$ cat src/rtl/riscv_pkg.sv
// riscv_pkg: shared RV32I encodings, control-select codes and FSM/class enums
package riscv_pkg;
    localparam logic [6:0] OP_R     = 7'b0110011;
    localparam logic [6:0] OP_I     = 7'b0010011;
    localparam logic [6:0] OP_L     = 7'b0000011;
    localparam logic [6:0] OP_S     = 7'b0100011;
    localparam logic [6:0] OP_B     = 7'b1100011;
    localparam logic [6:0] OP_LUI   = 7'b0110111;
    localparam logic [6:0] OP_AUIPC = 7'b0010111;
    localparam logic [6:0] OP_JAL   = 7'b1101111;
    localparam logic [6:0] OP_JALR  = 7'b1100111;

    localparam logic [3:0] ALU_ADD  = 4'b0000;
    localparam logic [3:0] ALU_SUB  = 4'b1000;
    localparam logic [3:0] ALU_SLL  = 4'b0001;
    localparam logic [3:0] ALU_SLT  = 4'b0010;
    localparam logic [3:0] ALU_SLTU = 4'b0011;
    localparam logic [3:0] ALU_XOR  = 4'b0100;
    localparam logic [3:0] ALU_SRL  = 4'b0101;
    localparam logic [3:0] ALU_SRA  = 4'b1101;
    localparam logic [3:0] ALU_OR   = 4'b0110;
    localparam logic [3:0] ALU_AND  = 4'b0111;

    localparam logic [2:0] F3_B   = 3'b000;
    localparam logic [2:0] F3_H   = 3'b001;
    localparam logic [2:0] F3_W   = 3'b010;
    localparam logic [2:0] F3_BU  = 3'b100;
    localparam logic [2:0] F3_HU  = 3'b101;
    localparam logic [2:0] F3_BEQ  = 3'b000;
    localparam logic [2:0] F3_BNE  = 3'b001;
    localparam logic [2:0] F3_BLT  = 3'b100;
    localparam logic [2:0] F3_BGE  = 3'b101;
    localparam logic [2:0] F3_BLTU = 3'b110;
    localparam logic [2:0] F3_BGEU = 3'b111;
    localparam logic [2:0] F3_SR   = 3'b101;

    localparam logic [2:0] WD_ALU   = 3'd0;
    localparam logic [2:0] WD_LOAD  = 3'd1;
    localparam logic [2:0] WD_IMM   = 3'd2;
    localparam logic [2:0] WD_AUIPC = 3'd3;
    localparam logic [2:0] WD_PC4   = 3'd4;

    localparam logic [1:0] PC_PLUS4  = 2'd0;
    localparam logic [1:0] PC_BRANCH = 2'd1;
    localparam logic [1:0] PC_JUMP   = 2'd2;

    typedef enum logic [2:0] {FETCH, DECODE, EXECUTE, MEM, WB} state_t;

    typedef enum logic [3:0] {
        C_R, C_I, C_L, C_S, C_B, C_LUI, C_AUIPC, C_JAL, C_JALR, C_ILL
    } instr_class_t;
endpackage

$ cat src/rtl/instr_decoder.sv
// instr_decoder: classifies an RV32I instruction and decodes its static datapath selects
//   instr_i   : instruction word
//   cls_o     : instruction class (C_ILL for unsupported opcodes)
//   alucode_o : ALU operation, lcode_o : load/store width (funct3)
//   wd_sel_o  : writeback source, alu_src_o : ALU B = imm, pc_src_o : next-PC source
module instr_decoder
    import riscv_pkg::*;
(
    input  logic [31:0]  instr_i,
    output instr_class_t cls_o,
    output logic [3:0]   alucode_o,
    output logic [2:0]   lcode_o,
    output logic [2:0]   wd_sel_o,
    output logic         alu_src_o,
    output logic [1:0]   pc_src_o
);
    logic [6:0] op;
    logic [2:0] f3;
    logic       f7b5;
    logic       unused_bits;

    assign op          = instr_i[6:0];
    assign f3          = instr_i[14:12];
    assign f7b5        = instr_i[30];
    assign unused_bits = ^{instr_i[31], instr_i[29:15], instr_i[11:7]};

    assign cls_o = op == OP_R     ? C_R     :
                   op == OP_I     ? C_I     :
                   op == OP_L     ? C_L     :
                   op == OP_S     ? C_S     :
                   op == OP_B     ? C_B     :
                   op == OP_LUI   ? C_LUI   :
                   op == OP_AUIPC ? C_AUIPC :
                   op == OP_JAL   ? C_JAL   :
                   op == OP_JALR  ? C_JALR  : C_ILL;

    // For I-type, bit 30 is immediate data except for shifts; only SRAI uses it as funct7[5].
    assign alucode_o = cls_o == C_R ? {f7b5, f3} :
                       cls_o == C_I ? {f3 == F3_SR && f7b5, f3} : ALU_ADD;
    assign lcode_o   = (cls_o == C_L || cls_o == C_S) ? f3 : 3'b000;
    assign wd_sel_o  = cls_o == C_L     ? WD_LOAD  :
                       cls_o == C_LUI   ? WD_IMM   :
                       cls_o == C_AUIPC ? WD_AUIPC :
                       (cls_o == C_JAL || cls_o == C_JALR) ? WD_PC4 : WD_ALU;
    assign alu_src_o = cls_o == C_I || cls_o == C_L || cls_o == C_S || cls_o == C_JALR;
    assign pc_src_o  = cls_o == C_B ? PC_BRANCH :
                       (cls_o == C_JAL || cls_o == C_JALR) ? PC_JUMP : PC_PLUS4;
endmodule

$ cat src/rtl/multicycle_control_unit.sv
// multicycle_control_unit: FETCH/DECODE/EXECUTE/MEM/WB sequencer for the RV32I multicycle datapath
//   clk, rst      : clock, synchronous active-high reset
//   instr_code    : current instruction, dataReady : data memory access complete
//   pcen, regFileWe, dataWe, dataRe, illegal_instr : per-state strobes
//   alucode, Lcode, wdSrcMuxSel, aluSrcMuxSel, pcSrcMuxSel : static decoded selects
module multicycle_control_unit
    import riscv_pkg::*;
#(
    parameter state_t RESET_STATE = FETCH
) (
    input  logic        clk,
    input  logic        rst,
    input  logic [31:0] instr_code,
    input  logic        dataReady,
    output logic        pcen,
    output logic        regFileWe,
    output logic [3:0]  alucode,
    output logic [2:0]  Lcode,
    output logic [2:0]  wdSrcMuxSel,
    output logic        aluSrcMuxSel,
    output logic [1:0]  pcSrcMuxSel,
    output logic        dataWe,
    output logic        dataRe,
    output logic        illegal_instr
);
    state_t       state_q, state_d;
    instr_class_t cls;
    logic [3:0]   dec_alu;
    logic [2:0]   dec_lcode, dec_wd;
    logic         dec_asrc;
    logic [1:0]   dec_psrc;

    instr_decoder u_dec (
        .instr_i   (instr_code),
        .cls_o     (cls),
        .alucode_o (dec_alu),
        .lcode_o   (dec_lcode),
        .wd_sel_o  (dec_wd),
        .alu_src_o (dec_asrc),
        .pc_src_o  (dec_psrc)
    );

    always_ff @(posedge clk) begin
        if (rst) state_q <= RESET_STATE;
        else     state_q <= state_d;
    end

    assign alucode      = rst ? ALU_ADD  : dec_alu;
    assign Lcode        = rst ? 3'b000   : dec_lcode;
    assign wdSrcMuxSel  = rst ? WD_ALU   : dec_wd;
    assign aluSrcMuxSel = rst ? 1'b0     : dec_asrc;
    assign pcSrcMuxSel  = rst ? PC_PLUS4 : dec_psrc;

    always_comb begin
        state_d       = state_q;
        pcen          = 1'b0;
        regFileWe     = 1'b0;
        dataWe        = 1'b0;
        dataRe        = 1'b0;
        illegal_instr = 1'b0;
        case (state_q)
            FETCH:   state_d = DECODE;
            DECODE:  state_d = EXECUTE;
            EXECUTE: begin
                if (cls == C_L || cls == C_S) begin
                    state_d = MEM;
                end else begin
                    state_d       = FETCH;
                    pcen          = 1'b1;
                    regFileWe     = cls != C_B && cls != C_ILL;
                    illegal_instr = cls == C_ILL;
                end
            end
            MEM: begin
                dataWe = cls == C_S;
                dataRe = cls == C_L;
                if (dataReady) begin
                    state_d = cls == C_L ? WB : FETCH;
                    pcen    = cls == C_S;
                end
            end
            WB: begin
                state_d   = FETCH;
                regFileWe = 1'b1;
                pcen      = 1'b1;
            end
            default: state_d = RESET_STATE;
        endcase
        // Reset wins over whatever the current state would issue, so an aborted access never commits.
        if (rst) begin
            pcen          = 1'b0;
            regFileWe     = 1'b0;
            dataWe        = 1'b0;
            dataRe        = 1'b0;
            illegal_instr = 1'b0;
        end
    end
endmodule

$ cat config.mk
export PLATFORM = sky130hd
export DESIGN_NAME = multicycle_control_unit
export DESIGN_NICKNAME = d
export VERILOG_FILES = /design/src/rtl/riscv_pkg.sv /design/src/rtl/instr_decoder.sv /design/src/rtl/multicycle_control_unit.sv
export SDC_FILE = /design/constraint.sdc
export NUM_CORES = 1
export LEC_CHECK = 0
export ABC_AREA = 0
export ABC_CLOCK_PERIOD_IN_PS = 2200
export BUFFER_PORTS_ARGS = -buffer_cell sky130_fd_sc_hd__buf_4
export CAP_MARGIN = 15
export CORE_MARGIN = 4
export CORE_UTILIZATION = 32
export DETAILED_ROUTE_END_ITERATION = 10
export PLACE_DENSITY = 0.83
export SYNTH_ARGS = -nofsm -noshare
export SYNTH_HDL_FRONTEND = slang
export SYNTH_SLANG_ARGS = --single-unit
export TNS_END_PERCENT = 1
$ cat constraint.sdc
create_clock -name clk -period 2.2 [get_ports clk]
set_input_delay 0.33 -clock clk [delete_from_list [all_inputs] [get_ports clk]]
set_output_delay 0.33 -clock clk [all_outputs]
set_load 0.005 [all_outputs]
Word level (Yosys, flattened, before mapping)
Index checks and enable logic that the tools add are counted.
- multiplexer cells: 41
- equality and inequality tests: 26
- reduce and logical (&&, ||, !) cells: 9
- operators with widths (kind ; count):
    2-to-1 mux 4 bit ; 11
    2-to-1 mux 3 bit ; 9
    equality test 7 x 6 -> 1 bit (second input constant) ; 3
    equality test 7 bit (second input constant) ; 3
    equality test 4 x 3 -> 1 bit (second input constant) ; 4
    equality test 7 x 5 -> 1 bit (second input constant) ; 2
    2-to-1 mux 1 bit ; 14
    one-hot mux 3 bit (4 select lines) ; 1
    equality test 4 x 2 -> 1 bit (second input constant) ; 2
    equality test 4 bit (second input constant) ; 2
    2-to-1 mux 2 bit ; 4
    equality test 7 x 2 -> 1 bit (second input constant) ; 1
    equality test 3 x 2 -> 1 bit (second input constant) ; 2
    equality test 3 bit (second input constant) ; 2
    logical OR 1 bit ; 5
    equality test 4 x 1 -> 1 bit (second input constant) ; 1
    zero test 4 bit ; 1
    inequality test 4 x 3 -> 1 bit (second input constant) ; 1
    inequality test 4 bit (second input constant) ; 1
    equality test 3 x 1 -> 1 bit (second input constant) ; 1
    zero test 3 bit ; 1
    one-hot mux 1 bit (3 select lines) ; 1
    logical AND 1 bit ; 2
    inequality test 2 bit (second input constant) ; 1
    one-hot mux 1 bit (2 select lines) ; 1
- register bits after elaboration: 3
- output and inout port bits: 18
- input bits: 35

Depth between registers and ports, before layout
- word-level depth: 17
- mapped depth: 5

Hierarchy
From an unflattened synthesis, not the netlist that was laid out.
- cells, all modules: 91
- area, all modules: 718.2 sq um
- by module, submodules not included (module ; times used ; cells an instance ; sequential area each (sq um) ; area an instance (sq um)):
    instr_decoder ; 1 ; 49 ; 0.0 ; 365.4
    multicycle_control_unit ; 1 ; 42 ; 60.1 ; 352.8

Worst setup path before layout
OpenSTA, ideal clock, no wires.
- kind: input-to-output
- start point: input instr_code[2]
- end point: output pcen
- slack: 0.408 ns
- stages on the path: 5
- required time: 1.870 ns
- arrival: 1.462 ns
- cells stage by stage: buf_6 > or4_4 > buf_6 > o311ai_1 > o31ai_1
- longest elaborated chain between the ends: 15
- ends and longest elaborated chain (item ; line ; RTL):
    start: declaration ; multicycle_control_unit.sv:13 ; input logic [31:0] instr_code,
    equality test 7 bit ; instr_decoder.sv:35 ; op == OP_JALR ? C_JALR : C_ILL;
    2-to-1 mux 1 bit ; instr_decoder.sv:35 ;
    2-to-1 mux 4 bit ; instr_decoder.sv:34 ; op == OP_JAL ? C_JAL :
    2-to-1 mux 4 bit ; instr_decoder.sv:33 ; op == OP_AUIPC ? C_AUIPC :
    2-to-1 mux 4 bit ; instr_decoder.sv:32 ; op == OP_LUI ? C_LUI :
    2-to-1 mux 4 bit ; instr_decoder.sv:31 ; op == OP_B ? C_B :
    2-to-1 mux 4 bit ; instr_decoder.sv:30 ; op == OP_S ? C_S :
    2-to-1 mux 4 bit ; instr_decoder.sv:29 ; op == OP_L ? C_L :
    2-to-1 mux 4 bit ; instr_decoder.sv:28 ; op == OP_I ? C_I :
    2-to-1 mux 4 bit * ; instr_decoder.sv:27 ; assign cls_o = op == OP_R ? C_R :
    equality test 4 x 2 -> 1 bit, on equally long branches ; multicycle_control_unit.sv:65, multicycle_control_unit.sv:79 ;
    logical OR 1 bit ; multicycle_control_unit.sv:65 ; if (cls == C_L || cls == C_S) begin
    2-to-1 mux 1 bit ; multicycle_control_unit.sv:65 ;
    one-hot mux 1 bit (3 select lines) * ; multicycle_control_unit.sv:61 ; case (state_q)
    2-to-1 mux 1 bit * ; multicycle_control_unit.sv:90 ; if (rst) begin
    end: declaration ; multicycle_control_unit.sv:15 ; output logic pcen,
Every way passes the cells marked *; elsewhere a longest branch is shown, timed or not.

Worst setup path after layout
Same ends and word-level chain as after synthesis.

==> impl_metrics.toml <==
[route]
wl_mm = 1.38
num_vias = 596
drc = 0
vias_per_cell = 5.52
drtPass1Iterations = 4
wire_per_inst_um = 12.8
ant_nets = 0
drt_iter0_markers = 9

[yosys]
synth_cell_type_count = 31
seq_area_frac_synth_pct = 13.1
synth_flop_cell = "dfxtp_1"
synth_common_cells = "and2_1 (7), nor2_1 (7)"
yosysWarnings = 0
ys_async_sr_fraction_pct = 0
ys_seq_elements = 3
synth_nets = 96
synth_edf_count = 0
syn_inst = 61
synth_top_area_cell = "dfxtp_1"
synth_area_leaders = "dfxtp_1 (13%), and2_1 (9.6%), nor2_1 (5.7%)"
syn_area_per_cell_sq_um = 7.51
synth.top_cell.area_share_pct = 13.1
synth.cell_area_sq_um = 458

[global_routing]
grt_pass1_vias = 507
grt_pass1_wl_mm = 2.08
track_usage_pct = 14.0
grt_max_degree = 10
antenna_found_initial = 0
grt-ovfl-total = 0

[worst_setup_path]
crit_buf_inv = 2
cp-startpoint = "instr_code[2]"
worstPathRequired_ns = 1.87
worstPathMaxFanout = 8
cp_top_family = "simple AND/OR/NAND/NOR gates"
critPathKind = "in -> out"
crit_chain = "buf_4 -> or4_4 -> o311ai_1 -> o31ai_1 -> buf_4"
slowest_delay_ns = 0.59
reg2reg_depth = 3
cp-start-kind = "input port"
slowest_stage = "or4_4"
r2r-end = "state_q[1]"
crit_arrival_ns = 1.68
path_depth = 5
r2r_slack_ns = 1.19
path_common_cell = "buf_4"
cp-end-kind = "output pin"
regToRegStartpoint = "state_q[1]"

[timing]
setup_ws_ns = 0.189
setup_viol = 0
min_period_ns = 2.01
relSlewSlack_pct = 63.1
finalHoldViolations = 0
tns_ns = 0
fin_crit_sh_pct = 91.4
fmax_mhz = 497
worstMarginPinSlew_ns = 0.548
slew_violations = 0
clock_skew_ns = 0.00910
rsz0062_at_grt = "false"
holdWs_ns = 0.323

[die]
io_pins = 53
initial_core_util_pct = 34.8
fp.dieArea_sq_mm = 0.00210
fp.dieW_um = 45.8
row_count = 13
core_area_sq_mm = 0.00132
die_h_um = 45.8

[placed_design]
place_area_sq_um = 687
dp_hpwl_mm = 1.13
pre_cts_slack_ns = 0.191
portBuffers = 31
place_congestion = 0.785

[clock_tree]
holdBufCountCts = 0
cts_root_buf = "clkbuf_4"
cts.reportedPaths.clkPinSlew_ns = 0.04
htree_levels = 1
worstSkewPairLatency_ns = 0.24
numClockSinks = 3
cts_resized = 0
clock_path_buffers = 2
cts_tree = "done"
cts_setup_buffers = 0
cts_buffers = 3

[final_layout]
largest_reg_flops = 3
largestRegisters = "state_q: 3 flops"
drive_gt1_share_pct = 39.8
layout.nets = 129
final_core_util_pct = 54.1
top_register = "state_q"
final_area_sq_um = 713
syn_to_final_growth_pct = 55.7
diodes = 0

[min_path]
hold_depth = 2
whs_endpoint = "state_q[2]"
min_from = "dataReady"
hp-class = "in -> reg"

[pwr]
vdd_drop_max_mv = 0.212
p_leak_nw = 0.324
power.density_mw_per_mm2 = 324

[flow_run]
maxCapViolCount = 0

[outcome]
status = "completed"
layout by cell type (no fill, tap or decap), types with 2 or more instances in the layout:
master | Yosys | layout
xor2_1 | 2 | 2
nand4_1 | 2 | 2
nand2_1 | 2 | 2
dfxtp_1 | 3 | 3
nand2b_1 | 3 | 3
nand3b_1 | 3 | 3
and2_1 | 7 | 7
nor3_1 | 2 | 2
nor4_1 | 3 | 3
clkbuf_4 | 0 | 3
nor2b_1 | 3 | 3
buf_4 | 0 | 32
nor2_1 | 7 | 7
o21a_1 | 3 | 3
report_power, final:
| group | internal, mW | switching, mW | total, mW |
|---|---|---|---|
| sequential | 0.0579 | 0.00624 | 0.0642 |
| clock | 0.0682 | 0.0324 | 0.101 |
| combinational | 0.0331 | 0.0328 | 0.0659 |
per-stage QoR:
stage / instances / total power, mW
after floorplan: 61 / 0.0966
after global placement: 104 / 0.128
after detailed placement: 104 / 0.131
after CTS: 108 / 0.234
after global routing: 108 / 0.253
final: 108 / 0.231
routing by layer:
metal  GRT usage (%)  vias to the layer above  routed length, um
li1                -                      295                  -
met1            15.0                      263                504
met2            21.7                       31                642
met3            3.56                        7                172
met4            13.6                        0                 59
met5               0                        -                  0
cell families after synthesis:
| kind of cell | Yosys count | share of synthesized area (%) |
|---|---|---|
| buf+inv | 5 | 7.38 |
| xor+xnor | 2 | 3.83 |
| flops | 3 | 13.1 |
| simple gates | 38 | 53.3 |
| compound gates | 13 | 22.4 |
worst max path at each step:
stage	end	slack [ns]
2_1_floorplan	pcen	0.41
3_3_place_gp	pcen	0.25
3_5_place_dp	pcen	0.19
4_1_cts	pcen	0.18
5_1_grt	pcen	0.13
6_report	pcen	0.19
cell type report:
type	instances	area (sq um)
well taps	15	18.8
flip-flops and latches	3	60.1
inverters	1	3.75
multi-input cells	53	364
fillers	121	604
repair buffers	32	240
clock buffers	4	26.3
Power figures use the tool's default switching activity.
